==> config.mk <==
export PLATFORM = sky130hd
export DESIGN_NAME = pulse_seq_scheduler
export DESIGN_NICKNAME = d
export VERILOG_FILES = /design/src/rtl/pulse_seq_scheduler.sv
export SDC_FILE = /design/constraint.sdc
export NUM_CORES = 1
export LEC_CHECK = 0
export CORE_MARGIN = 5
export CORE_UTILIZATION = 41
export CTS_CLUSTER_SIZE = 20
export DETAILED_ROUTE_END_ITERATION = 7
export PLACE_DENSITY = 0.77
export SYNTH_ARGS = -nofsm -noshare
export SYNTH_HDL_FRONTEND = slang
export SYNTH_SLANG_ARGS = --single-unit
==> constraint.sdc <==
create_clock -name clk -period 1.45 [get_ports clk]
set_input_delay 0.29 -clock clk [delete_from_list [all_inputs] [get_ports clk]]
set_output_delay 0.29 -clock clk [all_outputs]
set_load 0.1 [all_outputs]
==> src/rtl/pulse_seq_scheduler.sv <==
// rtl/pulse_seq_scheduler.sv - round-robin scheduler for one shared pulse-sequence generator
//
// Ports:
//   clk       rising-edge clock
//   reset_b   synchronous active-low reset
//   req       level requests, one bit per requester
//   grant     one-hot owner of the generator, or all zero
//   grant_id  binary index of the current or last owner
//   x_out     one-cycle start strobe to the generator's x_in
//   busy      high whenever the scheduler is not idle
//   done      one-cycle completion pulse to the owner
module pulse_seq_scheduler #(
  parameter int N_REQ   = 4,
  parameter int SEQ_LEN = 6,
  parameter int GAP     = 1
) (
  input  logic                       clk,
  input  logic                       reset_b,
  input  logic [N_REQ-1:0]           req,
  output logic [N_REQ-1:0]           grant,
  output logic [$clog2(N_REQ)-1:0]   grant_id,
  output logic                       x_out,
  output logic                       busy,
  output logic [N_REQ-1:0]           done
);

  localparam int IW      = $clog2(N_REQ);
  localparam int IW1     = IW + 1;
  localparam int CNT_MAX = (SEQ_LEN > GAP) ? SEQ_LEN : GAP;
  localparam int CW      = $clog2(CNT_MAX + 1);
  localparam logic [CW-1:0] SEQ_LOAD = CW'(SEQ_LEN - 1);
  localparam logic [CW-1:0] GAP_LOAD = (GAP > 0) ? CW'(GAP - 1) : '0;

  typedef enum logic [1:0] {
    S_IDLE,
    S_START,
    S_RUN,
    S_GAP
  } state_t;

  state_t         state;
  logic [IW-1:0]  ptr;
  logic [CW-1:0]  cnt;
  logic [IW-1:0]  winner;
  logic [IW-1:0]  ptr_next;
  logic [IW1-1:0] cand;
  logic           found;

  // Scan req starting at ptr, wrapping modulo N_REQ; first set bit wins.
  always_comb begin
    winner = ptr;
    found  = 1'b0;
    cand   = '0;
    for (int i = 0; i < N_REQ; i++) begin
      cand = {1'b0, ptr} + IW1'(i);
      if (cand >= IW1'(N_REQ)) begin
        cand = cand - IW1'(N_REQ);
      end
      if (!found && req[cand[IW-1:0]]) begin
        winner = cand[IW-1:0];
        found  = 1'b1;
      end
    end
  end

  assign ptr_next = (winner == IW'(N_REQ - 1)) ? '0 : winner + IW'(1);

  // Outputs are assigned for the state being entered, so every output is a
  // flop and matches the state it describes in the same cycle.
  always_ff @(posedge clk) begin
    if (!reset_b) begin
      state    <= S_IDLE;
      ptr      <= '0;
      cnt      <= '0;
      grant    <= '0;
      grant_id <= '0;
      x_out    <= 1'b0;
      busy     <= 1'b0;
      done     <= '0;
    end else begin
      x_out <= 1'b0;
      done  <= '0;
      case (state)
        S_IDLE: begin
          if (|req) begin
            state    <= S_START;
            x_out    <= 1'b1;
            grant    <= {{(N_REQ-1){1'b0}}, 1'b1} << winner;
            grant_id <= winner;
            busy     <= 1'b1;
            ptr      <= ptr_next;
          end
        end
        S_START: begin
          state <= S_RUN;
          cnt   <= SEQ_LOAD;
          // A one-cycle run completes in its first RUN cycle.
          if (SEQ_LEN == 1) begin
            done <= grant;
          end
        end
        S_RUN: begin
          if (cnt == '0) begin
            grant <= '0;
            cnt   <= GAP_LOAD;
            if (GAP > 0) begin
              state <= S_GAP;
            end else begin
              state <= S_IDLE;
              busy  <= 1'b0;
            end
          end else begin
            cnt <= cnt - CW'(1);
            // done lands on the RUN cycle whose counter reads zero.
            if (cnt == CW'(1)) begin
              done <= grant;
            end
          end
        end
        S_GAP: begin
          if (cnt == '0) begin
            state <= S_IDLE;
            busy  <= 1'b0;
          end else begin
            cnt <= cnt - CW'(1);
          end
        end
        default: begin
          state <= S_IDLE;
          busy  <= 1'b0;
          grant <= '0;
        end
      endcase
    end
  end

endmodule

==> summary.txt, run 1 <==
Netlist Area Pre-Place = 1060 µm²
GRT Total Usage = 14.8%
RSZ-0062 raised after global routing = true
DRC violations left = 0
FFs w/ async S/R, synth = 0%
post-synth top area cell = dfxtp_1
worst r2r dst = grant[1]
Slew HR = 71.7%
combinational fraction of design power = 68.6%
Ys Warns = 0
Post-Synth Simple-Gate Area = 22.6%
vias in the first global route = 1,006
Worst EP required = 1.66 ns
NetSw = 1.80 mW
Worst Min Path Start = grant_id[0]
Hold Crit Class = register to register
post-DP HPWL = 1.78 mm
kind of critical path = register to register
vias per std cell = 5.34
clk root buf = clkbuf_4
CP endpoint kind = register
Clk pwr share = 7.6%
Flop pwr share = 23.8%
Seq/Total Area, Yosys = 36.0%
adder-cell share of the synthesized area = 13.0%
count leader, synth = dfxtp_1
Port Buf Inserts = 17
CTS Sinks = 19
Power per Cell Area = 2280 nW/µm²
CTS clk-pin slew, worst paths = 0.11 ns
largest family of logic cells by synthesized area = simple AND/OR/NAND/NOR gates
Final Skew = 0.00746 ns
antenna viol nets, final = 0
worst vdd ir = 1340 µV
post-synth top area share = 36.0%
Pleak = 0.696 nW
top post-synthesis cells by area = dfxtp_1 (36%), ha_1 (13%), a21oi_1 (4.7%), mux2i_1 (4.7%), nor2b_1 (4.7%)
antenna violations before repair = 0
R2R Setup Slk = -0.09 ns
Final Hold Violating Endpoints = 0
CTS tree = yes
EDFF count, synth = 0
row cnt = 18
cells after synthesis = 124
WHS Path Cells = 2
drt first pass iters = 4
failing checks = negative setup slack
I/O pin count = 18
drt first-iter violations = 25
layout cells sized above 1 = 39.6%
Top FF cell, synth = dfxtp_1
R2R depth = 8
internal power = 1.92 mW
first-pass GRT wire length = 4.14 mm
htree depth = 1
number of buffers created by CTS = 3
die area = 3690 µm²
initial core utilization = 42.6%
Compound-Gate Fraction of Synth Area = 16.9%
Final TNS setup = -0.175 ns
Clock Latency Late Sink = 0.31 ns
GRT Residual Overflow = 0
synth cell count leaders = dfxtp_1 (19), nor2_1 (12), ha_1 (11), inv_1 (11), nand2_1 (11)
Tcrit/Tclk final = 106%
Hold Path End = grant_id[0]
Post-Syn Area per Cell = 8.52 µm²
gp weighted congestion = 0.792
overall die width = 60.8 µm
wire per inst = 14.4 µm
mux contribution to synthesized area = 4.74%
NumNets Final = 177
CTS Buffer Depth = 2
max_cap viols = 0
status = complete, but fails checks
WL final = 2.72 mm
slew of the pin with the lowest slew margin = 0.420 ns
core footprint = 2480 µm²
Post-CTS Hold Buffers = 0
die height = 60.8 µm
Max Clk Rate = 0.651 GHz
CP startpoint kind = register
Area Overhead vs Synth = 54.3%
crit-path max FO = 4
final setup fails = 4
critical path data arrival time = 1.74 ns
XOR/XNOR share of the synthesized area = 0%
Vias = 1,010
syn_nets = 141
Sw Ratio = 48.4%
Tmin final = 1.54 ns
Power Total = 3.72 mW
largest net degree at the start of global routing = 12
Antenna diodes = 0
Final Max Slew Viols = 0
RR Startpoint = ptr[0]
Cell variety after synth = 32
synthesized flop and latch total = 19
post-layout worst setup margin = -0.0867 ns
Hold WS = 0.535 ns
registers in the layout (all words and copies together), names as in the netlist:
name and count:
busy 1, cnt 3, done 4, grant 4, grant_id 2, ptr 2
state 2, x_out 1
power by group through the flow:
stage          clock, mW  sequential (mW)  combinational (mW)
6_report           0.282            0.885                2.55
5_1_grt            0.300            0.907                2.72
4_1_cts            0.275            0.866                2.41
3_5_place_dp           0            0.864                2.23
3_3_place_gp           0            0.850                2.16
2_1_floorplan          0             1.35               0.996
stage by stage:
step | util (%) | setup WS [ns] | cell area [µm²] | std cells
after floorplan | - | -0.0412 | 1070 | 124
after global placement | 59.8 | -0.535 | 1480 | 182
after detailed placement | 59.8 | -0.630 | 1480 | 182
after CTS | 64.1 | -0.00611 | 1590 | 189
after global routing | 65.8 | -0.193 | 1630 | 189
final | 65.8 | -0.0867 | 1630 | 189
cell usage in the layout (no fill, tap or decap), types with 4 or more instances in the layout:
master	instances
nor2_1	12
inv_1	8
ha_2	4
buf_12	12
nand2_1	10
and2_1	4
buf_4	18
nor2b_1	6
a21oi_1	7
mux2i_1	5
dfxtp_1	16
ha_1	4
per-layer routing:
layer,wire (µm),global-route usage [%],vias up
li1,-,-,488
met1,1130,15.0,481
met2,1390,28.5,32
met3,115,1.70,9
met4,79,8.98,0
met5,0,0,-
how the worst max path moves through the flow:
stage	from	endpoint	slack, ns	cells past startpoint
final	ptr[0]	grant[1]	-0.09	8
after global routing	ptr[0]	grant[1]	-0.19	8
after detailed placement	req[2]	grant[3]	-0.63	9
after floorplan	ptr[0]	grant[3]	-0.04	8
after CTS	ptr[0]	grant[3]	-0.006	8
after global placement	req[2]	grant[2]	-0.54	9
critical path, cell delays in order (launching register included):
cell	delay [ns]
dfxtp_4	0.38
nor2b_4	0.13
a21oi_2	0.04
o211ai_1	0.23
inv_1	0.11
ha_1	0.19
nor2b_1	0.13
mux2i_1	0.16
nor2_1	0.06
layout make-up:
| class | instances | area (µm²) |
|---|---|---|
| Fill cell | 193 | 848 |
| Multi-Input combinational cell | 89 | 709 |
| Timing Repair Buffer | 35 | 423 |
| Sequential cell | 19 | 387 |
| Inverter | 12 | 45.0 |
| Tap cell | 30 | 37.5 |
| Clock buffer | 3 | 22.5 |
| Clock inverter | 1 | 5.00 |
kinds of logic (layout without fill, tap and decap cells):
group / after synthesis / in the layout
fa+ha+maj: 11 / 11
mux: 5 / 5
compound gates: 27 / 27
simple gates: 46 / 46
buf+inv: 16 / 51
flops: 19 / 19
repair_timing:
action	CTS	global route
hold endpoints to repair	0	0
resized for setup	20	14
endpoints found under the setup margin	13	11
buffers inserted	3	0
pin swaps	4	8
(Power assumes the default switching activity.)
==> run 2: changes to the inputs <==
--- a/config.mk
+++ b/config.mk
@@ -9,7 +9,7 @@
 export CORE_UTILIZATION = 41
 export CTS_CLUSTER_SIZE = 20
 export DETAILED_ROUTE_END_ITERATION = 7
-export PLACE_DENSITY = 0.77
+export PLACE_DENSITY = 0.74
 export SYNTH_ARGS = -nofsm -noshare
 export SYNTH_HDL_FRONTEND = slang
 export SYNTH_SLANG_ARGS = --single-unit
==> constraint.sdc (replaced) <==
create_clock -name clk -period 1.91 [get_ports clk]
set_input_delay 0.382 -clock clk [delete_from_list [all_inputs] [get_ports clk]]
set_output_delay 0.382 -clock clk [all_outputs]
set_load 0.1 [all_outputs]
==> run 2 against run 1 <==
  * The run now ends clean
  * Wire length fell by 16%
  * Clock power shrank 24%
  * Die area unchanged
  * Setup slack improved by 0.21 ns
  * Worst hold slack got worse by 0.061 ns
  * Count of clock-buffer cells in the layout is the same
  * Critical endpoint unchanged
==> summary.txt, run 2 (synthesized netlist as in run 1, its figures left out) <==
status = finished clean
critical path data arrival time = 2.00 ns
sum of buffers and inverters on the critical path = 3
Clock Latency Late Sink = 0.31 ns
Post-Place Cells = 175
vias in the first global route = 876
dpl ws = -0.267 ns
worst path cell trace = clkdlybuf4s50_1 -> inv_1 -> a31oi_1 -> a21oi_2 -> buf_4 -> ha_1 -> nor2b_1 -> mux2i_1 -> nor2_1
wire per inst = 12.7 µm
CTS clk-pin slew, worst paths = 0.11 ns
Final Cell Area = 1330 µm²
Worst path slowest cell = clkdlybuf4s50_1
area occupied by multi-input gates = 617 µm²
DP Area = 1280 µm²
CP endpoint kind = register
crit-path max FO = 7
Top Registers = done: 4 flops, grant: 4 flops, cnt: 3 flops
antenna violations before repair = 0
kind of critical path = input port to register
Post-CTS Hold Buffers = 0
die height = 60.8 µm
slew of the pin with the lowest slew margin = 0.356 ns
Final Max Slew Viols = 0
post-DP HPWL = 1.73 mm
CP startpoint kind = input port
I/O pin count = 18
post-layout worst setup margin = 0.125 ns
WL final = 2.27 mm
Max Clk Rate = 0.560 GHz
sequential cell area = 380 µm²
largest net degree at the start of global routing = 12
RSZ-0062 raised after global routing = false
Hold Crit Class = register to register
GRT Total Usage = 13.8%
slowest stage delay, CP = 0.59 ns
max_cap viols = 0
Hold WS = 0.473 ns
CP delay by family, top = buffers and inverters
initial core utilization = 42.6%
Area Overhead vs Synth = 25.5%
Final Skew = 0.00363 ns
Slew HR = 76.3%
row cnt = 18
CTS tree = yes
first-pass GRT wire length = 3.74 mm
fill cell count = 252
CTS Buffer Depth = 2
Port Buf Inserts = 17
Tmin final = 1.78 ns
Layout Utilization = 53.5%
Non-Filler Instances = 179
gp weighted congestion = 0.809
antenna viol nets, final = 0
Worst EP required = 2.12 ns
Pleak = 0.626 nW
drt first pass iters = 6
GRT Residual Overflow = 0
final setup fails = 0
DRC violations left = 0
worst vdd ir = 969 µV
clk root buf = clkbuf_4
Tcrit/Tclk final = 93.5%
Vias = 904
NumNets Final = 167
core footprint = 2480 µm²
htree depth = 1
Power Total = 2.31 mW
layout cells sized above 1 = 20.1%
vias per std cell = 5.05
setup bufs post-CTS = 0
drt first-iter violations = 12
CTS Sinks = 19
die area = 3690 µm²
Antenna diodes = 0
Final Hold Violating Endpoints = 0
number of buffers created by CTS = 3
Final TNS setup = 0 ns
most frequent cells in the layout = dfxtp_1 (19), buf_4 (19), nor2_1 (12)
overall die width = 60.8 µm
Power per Cell Area = 1740 nW/µm²
==> run 2: cell count changes in the layout (fill, tap and decap cells not counted), sizes merged <==
cell           change
dlymetal6s2s       +2
clkdlybuf4s15      -1
buf               -10
clkdlybuf4s50      +2
dlygate4sd2        -3
==> run 2: tightest hold or removal path: stages, from the launching register on <==
cell and delay [ns]:
dfxtp_1 0.33, nand2_1 0.05, o22ai_1 0.06
==> run 2: layout make-up <==
class | count | share of cell area, %
inverters | 12 | 3.40
clock buffers | 3 | 1.70
flip-flops and latches | 19 | 28.7
well taps | 30 | 2.83
clock inverters | 1 | 0.378
repair buffers | 25 | 16.4
multi-input cells | 89 | 46.6
==> run 2: final timing paths <==
kind	depth (start not counted)	slack (ns)	end	from
worst max register to register	6	0.25	grant[2]	state[0]
worst min-delay path	2	0.47	grant_id[0]	grant_id[0]
worst min register to register	2	0.47	grant_id[0]	grant_id[0]
worst max-delay path	9	0.13	grant[1]	req[3]
==> run 2: timing repair <==
item | in CTS | in global routing
resized for setup | 0 | 5
endpoints found under the hold margin | 0 | 0
endpoints found under the setup margin | 0 | 4
==> run 2: layer usage <==
metal  vias to the layer above  wire, µm  global-route usage [%]
met5                         -         0                       0
met2                        36      1110                    23.8
met3                         8       105                    1.28
met1                       390       980                    16.0
li1                        470         -                       -
met4                         0        74                    9.29
==> run 2: report_power, final <==
group / switching [mW] / internal (mW) / leakage [nW]
logic: 0.959 / 0.508 / 0.453
clock network: 0.135 / 0.0783 / 0.0177
registers: 0.104 / 0.522 / 0.156
total: 1.20 / 1.11 / 0.626
==> run 3: changes to the inputs <==
--- a/config.mk
+++ b/config.mk
@@ -9,7 +9,9 @@
 export CORE_UTILIZATION = 41
 export CTS_CLUSTER_SIZE = 20
 export DETAILED_ROUTE_END_ITERATION = 7
+export GPL_TIMING_DRIVEN = 0
 export PLACE_DENSITY = 0.74
+export RECOVER_POWER = 25
 export SYNTH_ARGS = -nofsm -noshare
 export SYNTH_HDL_FRONTEND = slang
 export SYNTH_SLANG_ARGS = --single-unit
==> run 3 against run 2 <==
  * Sequential share of layout area is 0.95 points higher
  * Count of clock-buffer cells in the layout stayed put
  * Maximum frequency is 3.0% lower
  * Critical path depth is 8 lower
  * Register-to-register slack worse by 0.04 ns
  * Clock skew is 0.0014 ns higher
  * Cell count is 2.2% lower
  * First-iteration DRC count is 33% lower
  * Core utilization is 1.7 points lower
  * Non-clock buffer count is 4 lower
  * Die area stayed put
  * Worst hold slack worse by 0.072 ns
  * Critical path type is now register to output port
==> summary.txt, run 3 (synthesized netlist as in run 1, its figures left out) <==
core footprint = 2480 µm²
slowest stage delay, CP = 0.84 ns
Final Max Slew Viols = 0
vias per std cell = 5.19
crit path from = x_out
Power per Cell Area = 1740 nW/µm²
Tcrit/Tclk final = 96.3%
most frequent cells in the layout = dfxtp_1 (19), nor2_1 (12), inv_1 (11), nand2_1 (11), ha_1 (11)
layout cells sized above 1 = 13.1%
CP endpoint kind = output port
Worst EP required = 1.53 ns
overall die width = 60.8 µm
status = finished clean
post-DP HPWL = 1.56 mm
critical path data arrival time = 1.46 ns
CP delay by family, top = buffers and inverters
dpl ws = -0.514 ns
max_cap viols = 0
row cnt = 18
Top Registers = done: 4 flops, grant: 4 flops, cnt: 3 flops
first-pass GRT wire length = 3.42 mm
Tmin final = 1.84 ns
die height = 60.8 µm
slew of the pin with the lowest slew margin = 0.953 ns
Post-CTS Hold Buffers = 0
Port Buf Inserts = 16
Max Clk Rate = 0.544 GHz
Final Hold Violating Endpoints = 0
number of buffers created by CTS = 3
GRT Residual Overflow = 0
Final Skew = 0.00503 ns
RSZ-0062 raised after global routing = false
final setup fails = 0
Area Overhead vs Synth = 21.4%
DP Area = 1250 µm²
WL final = 2.09 mm
Non-Filler Instances = 175
CTS clk-pin slew, worst paths = 0.11 ns
die area = 3690 µm²
DRC violations left = 0
Vias = 908
GRT Total Usage = 12.2%
Power Total = 2.24 mW
crit-path max FO = 1
drt first-iter violations = 8
Post-Place Cells = 170
largest net degree at the start of global routing = 12
worst vdd ir = 976 µV
sum of buffers and inverters on the critical path = 1
Pleak = 0.607 nW
sequential cell area = 380 µm²
antenna violations before repair = 0
Worst Min Path Start = reset_b
Hold Crit Class = input port to register
commonest non-fill, non-tap cell in the layout = dfxtp_1
CTS Buffer Depth = 2
NumNets Final = 163
Final Cell Area = 1280 µm²
post-layout worst setup margin = 0.0707 ns
Final TNS setup = 0 ns
Worst path slowest cell = dlygate4sd2_1
RR Startpoint = state[0]
I/O pin count = 18
CTS tree = yes
kind of critical path = register to output port
wire per inst = 11.9 µm
worst path cell trace = dlygate4sd2_1
Clock Latency Late Sink = 0.29 ns
fill cell count = 266
antenna viol nets, final = 0
gp weighted congestion = 0.794
CTS Sinks = 19
clk root buf = clkbuf_4
drt first pass iters = 4
Slew HR = 36.7%
CP startpoint kind = register
Antenna diodes = 0
vias in the first global route = 825
htree depth = 1
area occupied by multi-input gates = 619 µm²
initial core utilization = 42.6%
==> run 3: metal layers <==
| layer | track usage [%] | share of wire [%] | up-vias |
|---|---|---|---|
| met1 | 14.8 | 45 | 417 |
| li1 | - | - | 466 |
| met2 | 20.8 | 47 | 23 |
| met4 | 4.64 | 1.3 | 0 |
| met5 | 0 | 0 | - |
| met3 | 2.98 | 6.2 | 2 |
==> run 3: timing repair <==
item,in CTS,in global routing
gates cloned,0,0
endpoints found under the setup margin,17,13
buffers inserted,1,0
pin swaps,1,1
gates resized for setup,19,14
endpoints found under the hold margin,0,0
==> run 3: through the flow <==
stage,utilization (%),hold slack [ns]
after floorplan,-,0.471
after global placement,50.6,0.454
after detailed placement,50.6,0.471
after CTS,51.9,0.388
after global routing,51.8,0.382
final,51.8,0.401
==> run 3: power breakdown <==
part	switching (mW)	leakage (nW)	total, mW	internal, mW
clock	0.122	0.0177	0.200	0.0779
sequential	0.0982	0.156	0.620	0.522
combinational	0.950	0.433	1.42	0.465
total	1.17	0.607	2.24	1.07
==> run 3: final timing paths <==
path | endpoint | slack (ns) | cells past startpoint
max | x_out | 0.07 | 1
min | cnt[1] | 0.40 | 2
max reg2reg | grant[1] | 0.21 | 6
min reg2reg | busy | 0.49 | 2
==> run 3: cell type report <==
cell class | instances | area share [%]
Timing Repair Buffer | 17 | 11.5
Sequential cell | 19 | 29.7
Buffer | 4 | 1.95
Inverter | 12 | 3.51
Multi-Input combinational cell | 89 | 48.3
Clock buffer | 3 | 1.76
Tap cell | 30 | 2.93
Clock inverter | 1 | 0.390
